### config.mk
export PLATFORM = sky130hd
export DESIGN_NAME = phase_accumulator
export DESIGN_NICKNAME = d
export VERILOG_FILES = /design/src/rtl/phase_accumulator.sv
export SDC_FILE = /design/constraint.sdc
export NUM_CORES = 1
export LEC_CHECK = 0
export ABC_AREA = 1
export CAP_MARGIN = 20
export CORE_MARGIN = 2
export CORE_UTILIZATION = 30
export CTS_BUF_LIST = sky130_fd_sc_hd__clkbuf_2
export DETAILED_ROUTE_END_ITERATION = 8
export PLACE_DENSITY = 0.54
export SYNTH_ARGS = -nofsm -noshare
export SYNTH_HDL_FRONTEND = slang
export SYNTH_SLANG_ARGS = --single-unit
### constraint.sdc
create_clock -name clk -period 2.3 [get_ports clk]
set_clock_uncertainty 0.2 [all_clocks]
set_input_delay 0.69 -clock clk [delete_from_list [all_inputs] [get_ports clk]]
set_output_delay 0.69 -clock clk [all_outputs]
set_load 0.02 [all_outputs]
### src/rtl/phase_accumulator.sv
// Four-voice NCO phase generator: a shared sample-rate timer advances four 24-bit
// phase accumulators once per sample period and flags each update with a one-cycle pulse.
module phase_accumulator #(
  parameter int unsigned SAMPLE_PERIOD = 2841
) (
  input  logic        clk,
  input  logic        rst,
  input  logic        enable,
  input  logic        fcw_wr_en,
  input  logic [1:0]  fcw_wr_addr,
  input  logic [23:0] fcw_wr_data,
  input  logic [3:0]  phase_clr,
  output logic [23:0] phase_1,
  output logic [23:0] phase_2,
  output logic [23:0] phase_3,
  output logic [23:0] phase_4,
  output logic        out_valid
);

  localparam int unsigned NUM_VOICES = 4;
  localparam int unsigned PHASE_W    = 24;
  localparam int unsigned CNT_W      = $clog2(SAMPLE_PERIOD);
  localparam logic [CNT_W-1:0] CNT_LAST = CNT_W'(SAMPLE_PERIOD - 1);

  // The downstream square-wave stage needs 7 cycles to drain between samples.
  generate
    if (SAMPLE_PERIOD < 8 || SAMPLE_PERIOD > 65535) begin : g_bad_period
      $error("phase_accumulator: SAMPLE_PERIOD must be within 8..65535");
    end
  endgenerate

  logic [CNT_W-1:0]   cnt_q;
  logic [CNT_W-1:0]   cnt_d;
  logic               tick;
  logic [PHASE_W-1:0] fcw_q      [NUM_VOICES];
  logic [PHASE_W-1:0] fcw_d      [NUM_VOICES];
  logic [PHASE_W-1:0] phase_q    [NUM_VOICES];
  logic [PHASE_W-1:0] phase_d    [NUM_VOICES];
  logic [NUM_VOICES-1:0] clr_pend_q;
  logic [NUM_VOICES-1:0] clr_pend_d;
  logic [NUM_VOICES-1:0] clear_now;
  logic               out_valid_q;

  assign tick = enable && (cnt_q == CNT_LAST);

  always_comb begin
    cnt_d = cnt_q;
    if (enable) begin
      cnt_d = tick ? '0 : cnt_q + 1'b1;
    end
  end

  genvar gi;
  generate
    for (gi = 0; gi < NUM_VOICES; gi++) begin : g_voice
      assign fcw_d[gi] = (fcw_wr_en && fcw_wr_addr == 2'(gi)) ? fcw_wr_data : fcw_q[gi];

      // A clear raised on the tick cycle itself is honoured without becoming sticky.
      assign clear_now[gi]  = clr_pend_q[gi] | phase_clr[gi];
      assign clr_pend_d[gi] = tick ? 1'b0 : clear_now[gi];

      // fcw_q (not fcw_d) so a write landing on the tick edge waits for the next sample.
      assign phase_d[gi] = !tick         ? phase_q[gi] :
                           clear_now[gi] ? '0          :
                                           phase_q[gi] + fcw_q[gi];
    end
  endgenerate

  always_ff @(posedge clk) begin
    if (rst) begin
      cnt_q       <= '0;
      clr_pend_q  <= '0;
      out_valid_q <= 1'b0;
      for (int i = 0; i < NUM_VOICES; i++) begin
        fcw_q[i]   <= '0;
        phase_q[i] <= '0;
      end
    end else begin
      cnt_q       <= cnt_d;
      clr_pend_q  <= clr_pend_d;
      out_valid_q <= tick;
      for (int i = 0; i < NUM_VOICES; i++) begin
        fcw_q[i]   <= fcw_d[i];
        phase_q[i] <= phase_d[i];
      end
    end
  end

  assign phase_1   = phase_q[0];
  assign phase_2   = phase_q[1];
  assign phase_3   = phase_q[2];
  assign phase_4   = phase_q[3];
  assign out_valid = out_valid_q;

endmodule

==> summary.md, run 1 <==
| Metric | Value |
|---|---|
| Dpl ws | `-0.2562 ns` |
| Post-DRT Antenna Nets | `0` |
| First DRT Iteration DRCs | `776` |
| Reg-to-reg slack, setup | `0.13 ns` |
| Combinational power share | `under 10%` |
| Vias in the first global route | `between 10000 and 15000` |
| Worst Setup Slack, final | `-0.1584 ns` |
| Syn nets | `between 2000 and 2500` |
| Vias | `14650` |
| CTS tree | `done` |
| Logic depth of the worst path, buffers included | `2` |
| Largest family of logic cells by synthesized area | `simple AND/OR/NAND/NOR gates` |
| FF-to-FF End | `phase_q[1][20]` |
| Syn Inst Count | `approximately 2300` |
| All-Layer GR Usage | `19.60%` |
| Most frequent CP cell | `buf_6` |
| Critical Path AT | `1.57 ns` |
| Post-route insts no fill | `3221` |
| Overall power | `7140 µW` |
| Placed Cells | `around 3000` |
| Initial Util | `between 30% and 40%` |
| Worst EP required | `between 1 and 1.5 ns` |
| Post-Synth XOR/XNOR Area | `1.914%` |
| Simple-gate portion of the synthesized area | `37.98%` |
| Main synth FF type | `dfxtp_1` |
| Leakage power | `0.009479 µW` |
| Reg2Reg Depth | `11` |
| DR DRC count | `0` |
| Post-synth cell types | `32` |
| Sw Pwr | `2194 µW` |
| Largest net degree at the start of global routing | `just under 60` |
| Bufs and invs on worst path | `2` |
| Setup CP Type | `reg2out` |
| WL/cell | `14.29 µm` |
| Post-synth top area share | `30.47%` |
| Sequential share of power | `52.7%` |
| Register Area | `0.004373 mm²` |
| Compound-Gate Fraction of Synth Area | `just under 9%` |
| Nets | `~2700` |
| Htree depth | `2` |
| Total gr overflow | `0` |
| Critical path origin | `phase_q[2][0]` |
| Placement Rows | `78` |
| Core Area | `0.04528 mm²` |
| Synthesis-to-finish area growth | `29.45%` |
| Die H | `between 200 and 250 µm` |
| Share of post-route cells with drive strength above 1 | `17.98%` |
| CTS Sinks | `209` |
| Clk network pwr share | `around two fifths` |
| Critical path launch point type | `flip-flop` |
| Routed wire length | `46040 µm` |
| CTS Buffer Depth | `3` |
| Status | `finished with violations` |
| Asr flop ratio synth | `0%` |
| Max Cap Viol | `0` |
| Synth Area in Adders | `9.149%` |
| Avg Synthesized Cell Area | `6.025 µm²` |
| Number of synthesized flops with an enable pin | `0` |
| Hold WS | `0.2113 ns` |
| Worst R2R Start | `phase_q[1][0]` |
| Cell accounting for the most synthesized area | `dfxtp_1` |
| Cell Int Power | `4945 µW` |
| Clock-pin transition on the worst setup and hold timing paths | `0.10 ns` |
| CP endpoint kind | `primary output` |
| Die ar. | `0.04750 mm²` |
| Commonest non-fill, non-tap cell in the layout | `nand2_1` |
| Peak VDD IR | `196.9 µV` |
| Port Buffers | `130` |
| CTS Root Cell | `clkbuf_2` |
| Post-layout min period | `2.458 ns` |
| Sequential fraction of the synthesis area | `30.47%` |
| Yosys Warn Count | `0` |
| Vias per Instance | `4.549` |
| Worst skew pair latency | `around 0.99 ns` |
| Antenna violations before repair | `2` |
| Die Span X | `about 220 µm` |
| Violated checks | `negative setup slack` |
| Crit share post-route | `106.9%` |
| Post-synthesis mux area share | `0%` |
| Fmax | `0.4068 GHz` |
| Worst path cell trace | `buf_6, buf_6` |
| Filler Cell Count | `slightly above 5000` |
| Yosys reg bits | `roughly 210` |
| Worst slew pin tran | `~0.48 ns` |
| Post-DP HPWL | `between 30000 and 40000 µm` |
| CTS Buf Count | `59` |
| I/O pins | `131` |
| Critical Path End | `phase_3[0]` |
| Mapped Area | `0.01373 mm²` |
| Largest stage delay on the critical path | `0.34 ns` |
| RSZ-0062 raised after global routing | `yes` |
| P per Cell Area | `approximately 400 mW/mm²` |
| Final Hold Viols | `0` |
| Net Sw Frac | `30.73%` |
| RePlAce Congestion | `about 0.94` |
| Slowest CP cell | `dfxtp_2` |
| Final Setup Violations | `96` |
| Slew margin rel. | `68.27%` |
| DRT Pass-1 Iters | `7` |
| Most frequent cells in the layout | `nand2_1, inv_1, nor2_1` |
| Area contributors post-synth | `dfxtp_1, nand2_1, inv_1` |
| Max-slew violation count | `0` |
| Global-route wire length before repair | `73910 µm` |
| Top delay family on crit path | `flip-flops` |
| Area of the multi-input gates | `0.008024 mm²` |
| Hold WC Path Type | `in2reg` |
| Worst-path maximum fanout | `2` |
cell usage after synthesis, types with 2 or more instances:
library cell and instances:
nand2_1 834, inv_1 371, nor2_1 250, dfxtp_1 209, nand3_1 131, o21ai_0 123
a21oi_1 101, ha_1 94, clkbuf_1 33, nand4_1 25, nand3b_1 22, xnor2_1 18
o21ai_1 12, xor2_1 12, nor3_1 11, buf_2 4, buf_6 4, fa_1 4
nor2_4 4, and2_1 2, buf_1 2, inv_2 2, or2_2 2
power by group through the flow:
stage	Clock (µW)	Combinational, µW	Sequential, µW
floorplan	0	393	3830
global placement	0	643	3880
detailed placement	0	652	3880
CTS	2850	656	3760
global route	3030	733	3770
finish	2720	656	3760
cell families after synthesis:
| kind of cell | Yosys count |
|---|---|
| and+or+nand+nor | 1285 |
| buffers and inverters | 418 |
| AOI/OAI and AO/OA | 239 |
| DFF | 209 |
| adders and majority gates | 98 |
| xor gates and xnor gates | 30 |
registers in the layout, indices dropped and copies added, names as in the netlist:
name and cells:
fcw_q 96, phase_q 96, cnt_q 12, clr_pend_q 4, out_valid 1
worst min-delay path by stage:
stage	start	to	slack, ns	cells past startpoint
2_1_floorplan	fcw_q[1][0]	fcw_q[1][0]	0.23	2
3_3_place_gp	fcw_q[1][11]	fcw_q[1][11]	0.25	2
3_5_place_dp	fcw_q[1][0]	fcw_q[1][0]	0.24	2
4_1_cts	phase_clr[3]	clr_pend_q[3]	0.08	3
5_1_grt	phase_clr[1]	clr_pend_q[1]	0.17	3
6_report	phase_clr[3]	clr_pend_q[3]	0.21	3
per-stage QoR:
step / utilization, % / setup TNS [ns] / cell area [µm²]
6_report: 39.25 / -4.089 / 17770
3_3_place_gp: 35.65 / -15.23 / 16140
2_1_floorplan: - / 0 / 13730
5_1_grt: 39.25 / -13.88 / 17770
4_1_cts: 39.01 / -15.76 / 17660
3_5_place_dp: 35.65 / -18.96 / 16140
per-layer routing:
metal	global-route usage (%)	vias up	wire length (µm)
met2	32.53	317	20850
met1	25.84	6577	21660
met3	3.054	74	2347
met5	0	-	0
met4	6.508	0	1183
li1	-	7685	-
what timing repair did:
| item | CTS | global route |
|---|---|---|
| gates resized for setup | 717 | 26 |
| pin swaps | 0 | 1 |
| buffers inserted | 91 | 4 |
| setup endpoints to repair | 102 | 124 |
| hold buffers | 0 | 0 |
final cells by class:
class	count	area share [%]
multi-input combinational	1652	45.14
sequential	209	24.60
timing repair buffer	280	15.27
inverter	374	7.905
tap	600	4.224
clock buffer	88	2.478
clock inverter	16	0.3520
antenna	2	0.02816
worst reg2reg max path, delay by kind of cell, from the launching register on:
kind	cells	cell delay (ns)
flip-flops	1	0.34
AO/OA/AOI/OAI	1	0.25
adder cells (fa/ha/maj)	2	0.61
buffers and inverters	3	0.24
AND/OR/NAND/NOR	5	0.44
Note: power is estimated with default switching activity, not from simulation.
==> run 2, diff against run 1 <==
Clock period 2.3 ns to 2.95 ns, I/O delays scaled along.
==> run 2 against run 1 <==
  * The flow now finishes without violations
  * Clock-buffer cell count fell by 4
  * Die area did not move
  * Register-to-register slack improved by 0.25 ns
  * Flip-flop and latch count unchanged
  * Global-route usage decreased by 0.91 points
  * Core utilization down 3.0 points
  * Clock power decreased by 17%
  * Highest routed layer unchanged
==> summary.md, run 2 (synthesized netlist as in run 1, its figures left out) <==
| Metric | Value |
|---|---|
| P per Cell Area | `347.5 mW/mm² (-13%)` |
| Slowest CP cell | `dfxtp_1` |
| Post-DP HPWL | `34390 µm (-3.6%)` |
| I/O pins | `131 (unchanged)` |
| Max-slew violation count | `0 (unchanged)` |
| Final Hold Viols | `0 (unchanged)` |
| Worst path cell trace | `clkdlybuf4s15_2` |
| CTS Buffer Depth | `3 (unchanged)` |
| WL/cell | `14.24 µm (-0.40%)` |
| Total gr overflow | `0 (unchanged)` |
| Max Cap Viol | `0 (unchanged)` |
| Worst slew pin tran | `0.8214 ns (+0.3456 ns)` |
| Nets | `2580 (-4.7%)` |
| Synthesis-to-finish area growth | `19.62%` |
| Global-route wire length before repair | `70010 µm (-5.3%)` |
| Hold WS | `0.2534 ns (+0.04210 ns)` |
| Placement Rows | `78 (unchanged)` |
| Share of post-route cells with drive strength above 1 | `7.151% (-11 points)` |
| Post-DRT Antenna Nets | `0 (unchanged)` |
| Setup CP Type | `reg2out` |
| Critical Path AT | `1.77 ns (+0.20 ns)` |
| Die H | `217.9 µm (unchanged)` |
| Core Area | `0.04528 mm² (unchanged)` |
| Critical path launch point type | `flip-flop` |
| Largest net degree at the start of global routing | `98 (+66%)` |
| Final Setup Violations | `0 (-100%)` |
| Die ar. | `0.04750 mm² (unchanged)` |
| Vias | `14060 (-4.1%)` |
| Peak VDD IR | `188.5 µV (-4.3%)` |
| Setup_tns | `0 ns (+4.089 ns)` |
| Worst-path maximum fanout | `3 (+1)` |
| Most frequent cells in the layout | `nand2_1, inv_1, nor2_1` |
| Vias in the first global route | `13200 (-8.6%)` |
| CTS Root Cell | `clkbuf_2` |
| Antenna violations before repair | `2 (unchanged)` |
| DRT Pass-1 Iters | `6 (-1)` |
| First DRT Iteration DRCs | `656 (-15%)` |
| Largest regs | `fcw_q x96, phase_q x96, cnt_q x12` |
| RePlAce Congestion | `0.9422 (+0.27%)` |
| Worst EP required | `1.87 ns (+0.46 ns)` |
| Hold WC Path Type | `reg2reg` |
| Commonest non-fill, non-tap cell in the layout | `nand2_1` |
| CTS Sinks | `209 (unchanged)` |
| Port Buffers | `130 (unchanged)` |
| Largest stage delay on the critical path | `0.45 ns (+0.11 ns)` |
| CTS tree | `done` |
| Bufs and invs on worst path | `1 (-1)` |
| All-Layer GR Usage | `18.69% (-0.91 points)` |
| Clock-pin transition on the worst setup and hold timing paths | `0.11 ns (about the same)` |
| Fmax | `0.3508 GHz` |
| Top delay family on crit path | `flip-flops` |
| Htree depth | `2 (unchanged)` |
| RSZ-0062 raised after global routing | `no` |
| Post-layout min period | `2.851 ns` |
| DR DRC count | `0 (unchanged)` |
| Leakage power | `0.008656 µW (-8.7%)` |
| CP endpoint kind | `primary output` |
| Initial Util | `30.32% (unchanged)` |
| Routed wire length | `44010 µm (-4.4%)` |
| Filler Cell Count | `5061 (+0.040%)` |
| Hold Buf Count CTS | `0 (unchanged)` |
| CTS Buf Count | `59 (unchanged)` |
| Vias per Instance | `4.548 (about the same)` |
| Crit share post-route | `96.64%` |
| Slew margin rel. | `45.18% (-23 points)` |
| Reg-to-reg slack, setup | `0.38 ns (+0.25 ns)` |
| Status | `finished, final reports clean` |
| Worst skew pair latency | `1.02 ns (+0.03 ns)` |
| Die Span X | `217.9 µm (unchanged)` |
==> run 2: changes by cell type in the layout (fill, tap and decap cells not counted), moves of 30 or more <==
cell / change
clkdlybuf4s15_2: +41
dfxtp_2: -58
buf_4: -120
dfxtp_1: +85
buf_6: -101
dlygate4sd2_1: +30
==> run 2: stage by stage <==
| stage | instance area [µm²] | cells | power, µW | setup WS (ns) | utilization (%) |
|---|---|---|---|---|---|
| global placement | 15850 | 2987 | 3502 | 0.2260 | 34.99 |
| detailed placement | 15850 | 2987 | 3509 | 0.1933 | 34.99 |
| finish | 16420 | 3091 | 5708 | 0.09907 | 36.27 |
| floorplan | 13730 | 2279 | 3296 | 0.7744 | - |
| global route | 16420 | 3091 | 6021 | 0.001148 | 36.27 |
| CTS | 16420 | 3089 | 5822 | 0.0002285 | 36.26 |
==> run 2: area by class of cell <==
type | instances | area [µm²] | area share, %
Multi-Input combinational cell | 1652 | 7939 | 48.34
Sequential cell | 209 | 4199 | 25.57
Timing Repair Buffer | 152 | 1580 | 9.621
Inverter | 374 | 1405 | 8.555
Tap cell | 600 | 750.7 | 4.571
Clock buffer | 84 | 420.4 | 2.560
Clock inverter | 18 | 125.1 | 0.7618
Antenna cell | 2 | 5.005 | 0.03047
==> run 2: where the power goes <==
group	total [µW]	leakage (µW)	internal [µW]	switching [µW]
Clock	2260	0.000412	939	1330
Sequential	2950	0.00170	2890	58.9
Combinational	490	0.00654	182	309
==> run 2: layer usage <==
| layer | up-vias | GRT usage [%] | wire [µm] |
|---|---|---|---|
| li1 | 7443 | - | - |
| met1 | 6260 | 24.74 | 20850 |
| met2 | 300 | 31.24 | 19910 |
| met3 | 56 | 2.873 | 2278 |
| met4 | 0 | 5.533 | 964 |
| met5 | - | 0 | 0 |
==> run 2: timing repair <==
action                     4_1_cts  5_1_grt
setup endpoints to repair       97        1
buffers inserted                 0        0
resized for setup              216        1
==> run 2: worst paths after layout <==
check             cells past startpoint        endpoint           from
setup / recovery                      1      phase_3[8]  phase_q[2][8]
hold / removal                        2     fcw_q[1][2]    fcw_q[1][2]
setup reg to reg                     10  phase_q[1][16]  phase_q[1][0]
hold reg to reg                       2     fcw_q[1][2]    fcw_q[1][2]
